--- config.mk ---
export PLATFORM = sky130hd
export DESIGN_NAME = mmio_timer_flat
export DESIGN_NICKNAME = d
export VERILOG_FILES = /design/src/rtl/mmio_timer_if.sv /design/src/rtl/mmio_timer.sv /design/src/flat_wrapper.sv
export SDC_FILE = /design/constraint.sdc
export NUM_CORES = 1
export LEC_CHECK = 0
export CAP_MARGIN = 0
export CELL_PAD_IN_SITES_DETAIL_PLACEMENT = 1
export CELL_PAD_IN_SITES_GLOBAL_PLACEMENT = 2
export CORE_UTILIZATION = 37
export DETAILED_ROUTE_END_ITERATION = 8
export PLACE_DENSITY_LB_ADDON = 0.25
export SLEW_MARGIN = 20
export SYNTH_ARGS = -nofsm -noshare
export SYNTH_HDL_FRONTEND = slang
export SYNTH_SLANG_ARGS = --single-unit
export TNS_END_PERCENT = 10
--- constraint.sdc ---
create_clock -name clk -period 4.1 [get_ports clk]
set_input_delay 0.41 -clock clk [delete_from_list [all_inputs] [get_ports clk]]
set_output_delay 0.41 -clock clk [all_outputs]
set_load 0.01 [all_outputs]
--- src/rtl/mmio_timer_if.sv ---
// MMIO bus interface shared by the register blocks at 0xFF00-0xFFFF.
interface mem_if;
  logic [15:0] addr_select;
  logic        write_enable;
  logic [7:0]  write_value;
  logic [7:0]  read_out;

  modport slave (
    input  addr_select,
    input  write_enable,
    input  write_value,
    output read_out
  );

  modport master (
    output addr_select,
    output write_enable,
    output write_value,
    input  read_out
  );
endinterface

--- src/rtl/mmio_timer.sv ---
// Game Boy DIV/TIMA/TMA/TAC timer at 0xFF04-0xFF07, one clk per T-cycle.
// Define MMIO_TIMER_GLITCH_EN to reproduce DMG spurious increments on DIV/TAC writes.
module mmio_timer (
  input  logic  clk,
  input  logic  rst,
  mem_if.slave  req,
  output logic  timer_irq
);

  localparam logic [1:0] StRun    = 2'd0;
  localparam logic [1:0] StDelay  = 2'd1;
  localparam logic [1:0] StReload = 2'd2;

  logic [15:0] sys_cnt_q, sys_cnt_d;
  logic [7:0]  tima_q, tima_d;
  logic [7:0]  tma_q, tma_d;
  logic [2:0]  tac_q, tac_d;
  logic [1:0]  state_q, state_d;
  logic [1:0]  dcnt_q, dcnt_d;
  logic        tick_q, tick_d;
  logic        irq_q, irq_d;
  logic [2:0]  hold_q [4];
  logic [3:0]  sel;
  logic [3:0]  commit;
  logic        tick_in;
  logic        fall;

  function automatic logic tap_bit(input logic [15:0] cnt, input logic [2:0] tac);
    logic b;
    unique case (tac[1:0])
      2'd0: b = cnt[9];
      2'd1: b = cnt[3];
      2'd2: b = cnt[5];
      2'd3: b = cnt[7];
    endcase
    return b & tac[2];
  endfunction

  // Index 0..3 maps to FF04..FF07; a write commits on the second edge of its assertion.
  always_comb begin
    for (int i = 0; i < 4; i++) begin
      sel[i]    = req.write_enable && (req.addr_select[15:2] == 14'h3FC1) &&
                  (req.addr_select[1:0] == 2'(i));
      commit[i] = sel[i] && (hold_q[i] == 3'd1);
    end
  end

  always_ff @(posedge clk) begin
    for (int i = 0; i < 4; i++) begin
      if (rst || !sel[i]) begin
        hold_q[i] <= '0;
      end else if (hold_q[i] != 3'd7) begin
        hold_q[i] <= hold_q[i] + 3'd1;
      end
    end
  end

  assign tick_in = tap_bit(sys_cnt_q, tac_q);
  assign fall    = tick_q & ~tick_in;

  always_comb begin
    sys_cnt_d = commit[0] ? 16'h0000 : sys_cnt_q + 16'h0001;
    tma_d     = commit[2] ? req.write_value : tma_q;
    tac_d     = commit[3] ? req.write_value[2:0] : tac_q;
`ifdef MMIO_TIMER_GLITCH_EN
    tick_d    = tick_in;
`else
    // Resync the edge detector so DIV/TAC writes cannot fake a falling edge.
    tick_d    = (commit[0] || commit[3]) ? tap_bit(sys_cnt_d, tac_d) : tick_in;
`endif

    tima_d  = tima_q;
    state_d = state_q;
    dcnt_d  = dcnt_q;
    irq_d   = 1'b0;
    unique case (state_q)
      StDelay: begin
        if (commit[1]) begin
          tima_d  = req.write_value;
          state_d = StRun;
        end else begin
          dcnt_d = dcnt_q + 2'd1;
          if (dcnt_q == 2'd2) state_d = StReload;
        end
      end
      StReload: begin
        // Reload wins over a same-edge TIMA write but sees a same-edge TMA write.
        tima_d  = tma_d;
        irq_d   = 1'b1;
        state_d = StRun;
      end
      default: begin
        if (commit[1]) begin
          tima_d = req.write_value;
        end else if (fall) begin
          if (tima_q == 8'hFF) begin
            tima_d  = 8'h00;
            dcnt_d  = 2'd0;
            state_d = StDelay;
          end else begin
            tima_d = tima_q + 8'h01;
          end
        end
      end
    endcase
  end

  always_ff @(posedge clk) begin
    if (rst) begin
      sys_cnt_q <= '0;
      tima_q    <= '0;
      tma_q     <= '0;
      tac_q     <= '0;
      state_q   <= StRun;
      dcnt_q    <= '0;
      tick_q    <= 1'b0;
      irq_q     <= 1'b0;
    end else begin
      sys_cnt_q <= sys_cnt_d;
      tima_q    <= tima_d;
      tma_q     <= tma_d;
      tac_q     <= tac_d;
      state_q   <= state_d;
      dcnt_q    <= dcnt_d;
      tick_q    <= tick_d;
      irq_q     <= irq_d;
    end
  end

  always_comb begin
    case (req.addr_select)
      16'hFF04: req.read_out = sys_cnt_q[15:8];
      16'hFF05: req.read_out = tima_q;
      16'hFF06: req.read_out = tma_q;
      16'hFF07: req.read_out = {5'b11111, tac_q};
      default:  req.read_out = 8'haa;
    endcase
  end

  assign timer_irq = irq_q;

endmodule

--- src/flat_wrapper.sv ---
// flat-port wrapper written by rule: the top's interface ports become plain ports
module mmio_timer_flat 
  (clk, rst, timer_irq, req_addr_select, req_write_enable, req_write_value, req_read_out);
  mem_if req_i ();
  input  logic clk;
  input  logic rst;
  output logic timer_irq;
  input wire logic [$bits(req_i.addr_select)-1:0] req_addr_select;
  input wire logic [$bits(req_i.write_enable)-1:0] req_write_enable;
  input wire logic [$bits(req_i.write_value)-1:0] req_write_value;
  output wire logic [$bits(req_i.read_out)-1:0] req_read_out;
  assign req_i.addr_select = req_addr_select;
  assign req_i.write_enable = req_write_enable;
  assign req_i.write_value = req_write_value;
  assign req_read_out = req_i.read_out;
  mmio_timer u_core (.clk(clk), .rst(rst), .req(req_i), .timer_irq(timer_irq));
endmodule
# == Word-level counts from Yosys, hierarchy flattened ==
# Memory sizes are Yosys's and may differ from the RTL's.
# Index checks and enable logic that the tools add are counted.
# classes
n_addsub,7
eq_ne,29
mux,48
n_bitwise,10
n_reduce_logical,30
# op_table
op,count
"16-bit == test, second input constant",4
8-bit 2-to-1 mux,5
8-bit case mux with 4 select lines,1
1-bit 2-to-1 mux,22
2-bit 2-to-1 mux,9
"16-bit by 1-bit adder with 16-bit output, second input constant",1
"2-bit == test, second input constant",8
8-bit case mux with 2 select lines,1
3-bit 2-to-1 mux,5
"3-bit != test, second input constant",5
"14-bit == test, second input constant",1
"3-bit by 1-bit adder with 3-bit output, second input constant",4
"3-bit by 1-bit == test with 1-bit output, second input constant",4
10-bit 2-to-1 mux,1
1-bit logical AND,9
3-bit nonzero test,3
"8-bit by 1-bit adder with 8-bit output, second input constant",1
"2-bit by 1-bit == test with 1-bit output, second input constant",4
"8-bit == test, second input constant",1
1-bit case mux with 4 select lines,2
2-bit case mux with 2 select lines,2
4-bit AND reduction,2
2-bit logical NOT,3
1-bit logical OR,5
other kinds (10),21
# totals
reg_bits,41
ram_bits,12
in_bits,27
output_inout_bits,9
n_memories,1
# mem_list
name,words,word_bits,read_ports,rd_ports_with_merged_regs,write_ports,line,source
u_core.hold_q,4,3,4,0,4,mmio_timer.sv:22,logic [2:0] hold_q [4];

# == Depth between registers and ports, before layout ==
# depth
ltp_word,9
ltp_mapped,8
depth_no_buf,8

# == Worst setup path after synthesis ==
# OpenSTA, ideal clock, no wires.
# synth_timing
kind,input to register
startpoint,input req_addr_select[3]
endpoint,register u_core.tima_q[2]
arrival_time_ns,2.331
path_slack_ns,1.647
stages,7
n_path_buf,1
path_cell_list,or4b_4 -> or4_4 -> or2_1 -> buf_4 -> o21ai_1 -> nor4_1 -> a221o_1
# synth_between
elab_chain_len,6
elab_cells_between_ends,12
# synth_rtl
item,line,source
start: declaration,flat_wrapper.sv:8,input wire logic [$bits(req_i.addr_select)-1:0] req_addr_select;
14-bit == test *,mmio_timer.sv:42,sel[i] = req.write_enable && (req.addr_select[15:2] == 14'h3FC1) &&
1-bit logical AND *,mmio_timer.sv:42,
1-bit logical AND,mmio_timer.sv:42,
1-bit logical AND,mmio_timer.sv:44,commit[i] = sel[i] && (hold_q[i] == 3'd1);
"8-bit 2-to-1 mux, or another cell as far along",mmio_timer.sv:93,if (commit[1]) begin
8-bit case mux with 2 select lines or 2-bit AND reduction (tied branches),-,
end signal: assignment,mmio_timer.sv:120,tima_q <= tima_d;
end: declaration,mmio_timer.sv:15,"logic [7:0] tima_q, tima_d;"
# Mark *: on every way between the ends. The rest lies on a longest branch, timed or not.
# A chain may end at the register's enable or synchronous reset.

# == Worst setup path after layout ==
# layout_timing
startpoint,input req_addr_select[3]
endpoint,output req_read_out[4]
# layout_between
elab_chain_len,2
elab_cells_between_ends,5
# layout_rtl
item,line,source
16-bit == test,mmio_timer.sv:131,case (req.addr_select)
8-bit case mux with 4 select lines *,mmio_timer.sv:131,
end: declaration,flat_wrapper.sv:11,output wire logic [$bits(req_i.read_out)-1:0] req_read_out;
# Marks and branches as above.

==> impl_summary.md <==
Status
The run finished with clean final reports.

Global routing
For met2 alone, demand over resource in global routing was about 36%. The met1 global-route usage is ~28%. The initial antenna violation count is 0. The global routing stage identified its most utilized layer as met2. Entering global routing, the biggest net connects 31 pins. The total global-route track usage is a little over a fifth. For this run, global-route usage on met3 was measured as approximately 3.3%.

The first global-routing pass estimated ~16 mm of wire. The via count of the first global-routing pass is roughly 3200. The total congestion overflow after global routing is 0.

Layout
The ratio of cells with drive above 1 in the final layout is a little under 9%. The final layout contains between 400 and 500 nets. The number of antenna diodes in the final layout is 0. The count of fill cells added during filler insertion is between 1000 and 1500. The layout-stage area growth over the synthesis result is 15.3%. Once layout is complete, the utilization of the core stands at between 40% and 50%.

Clock tree
Buffers inserted to repair hold after CTS numbered 0. The maximum root-to-sink buffer count is 2. The total setup buffers inserted after CTS is 0. The count of instances resized after the clock tree is built is 0. Clock tree synthesis selected as its root buffer the cell clkbuf_8.

The CTS tree is yes. The clock sink count is 53. For the worst-skew pair, the clock arrives at the later sink with an insertion delay of between 300 and 400 ps. CTS built an H-tree with a depth of 2. After clock tree synthesis, the clock-pin slew on the worst setup and hold paths is 100 ps. Clock tree synthesis inserted a total of 5 buffers.

Power and ir drop
The net switching share of the total power is between 20% and 30%. Summed over all cells, the static leakage comes to around 1.4 nW. The sequential cell fraction of total power is a little under 60%. IR analysis of the VDD net gives a maximum drop of roughly 120 µV.

The power per cell area is 237 mW/mm². For this design the total switching power over the nets is roughly 0.22 mW. Per report_power, the combinational group accounts for 7.4% of the total. In this run, the clock network consumes between 30% and 40% of the power. The internal power of the cells totals a little under 0.7 mW.

Synthesis
The synthesized cell area is between 0.003 and 0.004 mm². The yosys synthesis warning count is 0. The synthesized design contains 53 register bits. The most frequent cell after synthesis is nor2_1. The net count after synthesis is 430.

After synthesis, flip-flops and latches occupy between 30 and 40% of the total area. By area the synthesized netlist is led by dfxtp_1 25%, edfxtp_1 11%, ha_1 6.4%, nor2_1 5.5%, nand2_1 4.2%. The most frequently used flop master after synthesis is dfxtp_1. The cell count after synthesis came out at ~390.

The post-synthesis async set-or-reset flop share is 0%. The post-synthesis cell type count is 67. The synthesized design contains 12 enable-type register cells. The biggest area contributor in the post-synthesis netlist is dfxtp_1. The commonest cells after synthesis are 49 x nor2_1, 41 x dfxtp_1, 37 x nand2_1, 21 x a21oi_1, 20 x inv_1. The portion of synthesized cell area occupied by the leading cell type is between 20 and 25%. The average footprint of a synthesized cell is approximately 8.6 µm².

Die
The height of the chip is a little under 100 µm. The initial utilization of the core area, before any placement, comes to approximately two fifths. The total die area is 0.00939 mm². 36 I/O pins were placed. The number of cell rows is 34. The width of the die is roughly 97 µm. The area of the placeable core is around 0.0087 mm².

Critical path
The data arrival time at the worst-slack endpoint is 2780 ps. The critical path goes through clkdlybuf4s50_1 > or4b_4 > or4_4 > nor2_1 > clkdlybuf4s50_1. In this design, the critical path's most frequently occurring cell is clkdlybuf4s50_1. The required time of the critical path is ~3700 ps. The reg-to-reg critical path endpoint is u_core.tima_q[2]. The delay of the slowest critical-path stage is approximately 650 ps. The largest fanout on the critical path is 12. Counting cells, the worst reg-to-reg path comes to 7. The element type at the critical path start is a primary input. The kind of critical path is primary input to primary output. In this run the critical register-to-register path is launched from u_core.hold_q[2][1]. For this design, the slowest cell found on the critical path is or4_4. The worst reg-to-reg setup slack is roughly 1500 ps. The capturing element type of the critical path is a primary output.

Min path
The worst hold path terminates at u_core.sys_cnt_q[0]. The startpoint of the most critical hold path is u_core.sys_cnt_q[0]. The path class of the tightest hold or removal check is flop to flop. The worst hold path depth is 1.

Routing
The remaining number of nets flagged by the antenna check after routing is 0. The via count normalized by instance count is approximately 5.6. The final layout contains routed wiring with a total length of around 10 mm. The count of vias placed by the detailed router is ~3000. For this run, design rule violations remaining after detail routing come to 0. The first routing iteration left slightly above 100 violations.

For this run, the detailed router's first-pass iteration total came to 4. In the final routed layout, each cell accounts on average for approximately 19 µm.

Placement
The routability-driven placement congestion ratio is around 0.84. The count of buffers inserted at the top-level ports is 35. Once detailed placement completed, the half-perimeter wirelength came to ~7.3 mm.

STA
The highest clock rate is roughly 310 MHz. The minimum clock period is around 3200 ps. The setup TNS after final layout is 0 ps. Setup violations remaining at the end of the flow were counted as 0.

The hold violation total from the final report is 0. The actual transition at the worst max-transition pin is 842 ps. Setup repair after global routing left no endpoint under its margin. In this run the tightest slew margin relative to its limit is between 40 and 50%. Clock skew on the completed layout was measured at 4.17 ps.

The final-report max-slew violation count was 0. Of the available clock period, the critical path in the final layout requires a little under 80%.

Flow run
Across the run, the number of max-cap violations was 0.
==> stage by stage <==
step / area [µm²] / power (mW) / hold WS (ps) / std cells / worst slack (ps)
after floorplan: 3330 / 0.576 / 430 / 386 / 1650
after global placement: 3760 / 0.614 / 443 / 519 / 913
after detailed placement: 3760 / 0.615 / 463 / 519 / 900
after CTS: 3840 / 0.919 / 482 / 527 / 901
after global routing: 3840 / 0.942 / 491 / 527 / 819
final: 3840 / 0.910 / 478 / 527 / 913
==> cells by family after synthesis <==
logic type	count (synthesis)	synth area share (%)
DFF	53	35.4
adders and majority gates	17	6.38
xor gates and xnor gates	17	4.47
AOI/OAI and AO/OA	74	14.4
muxes	18	7.13
and+or+nand+nor	170	26.5
buffers and inverters	37	5.67
==> registers in the layout (all words and copies together), names as in the netlist <==
signal,count
u_core.sys_cnt_q,16
u_core.hold_q,12
u_core.tima_q,8
u_core.tma_q,8
u_core.tac_q,3
u_core.dcnt_q,2
u_core.state_q,2
u_core.tick_q,1
u_core.timer_irq,1
==> metal layers <==
layer,vias up,wire (µm)
met2,52,4700
met5,-,0
met3,17,327
li1,1455,-
met4,0,218
met1,1451,4500
==> power groups by stage <==
stage	sequential (mW)	combinational, mW	clock [mW]
after floorplan	0.547	0.0289	0
after global placement	0.548	0.0667	0
after detailed placement	0.548	0.0674	0
after CTS	0.536	0.0676	0.316
after global routing	0.536	0.0732	0.332
final	0.536	0.0676	0.307
==> area by class of cell <==
class / count / area [µm²] / area share (%)
Multi-Input combinational cell: 296 / 1960 / 51.1
Sequential cell: 53 / 1180 / 30.7
Timing Repair Buffer: 42 / 403 / 10.5
Tap cell: 108 / 135 / 3.52
Clock inverter: 3 / 17.5 / 0.456
Clock buffer: 5 / 68.8 / 1.79
Inverter: 20 / 75.1 / 1.95
==> layout by cell type, fill, tap and decap left out, drive strengths merged, types with 7 or more instances in the layout <==
master          n
nor2           51
dfxtp          41
nand2          38
clkdlybuf4s50  35
a21oi          22
inv            20
o21ai          20
ha             17
nand3          14
nor3           14
edfxtp         12
xor2           10
mux2i           8
nand4           7
xnor2           7
buf             7
o22ai           7
==> critical path: cells and delay by family <==
kind                   cells  cell delay [ps]
and+or+nand+nor            3             1410
buffers and inverters      2              960
==> worst max path at each step <==
stage	endpoint	cells past startpoint	startpoint
detailed placement	req_read_out[4]	5	req_addr_select[3]
global route	req_read_out[4]	5	req_addr_select[3]
floorplan	u_core.tima_q[2]	7	req_addr_select[3]
finish	req_read_out[4]	5	req_addr_select[3]
global placement	req_read_out[4]	5	req_addr_select[3]
CTS	req_read_out[4]	5	req_addr_select[3]
(Power assumes the default switching activity.)
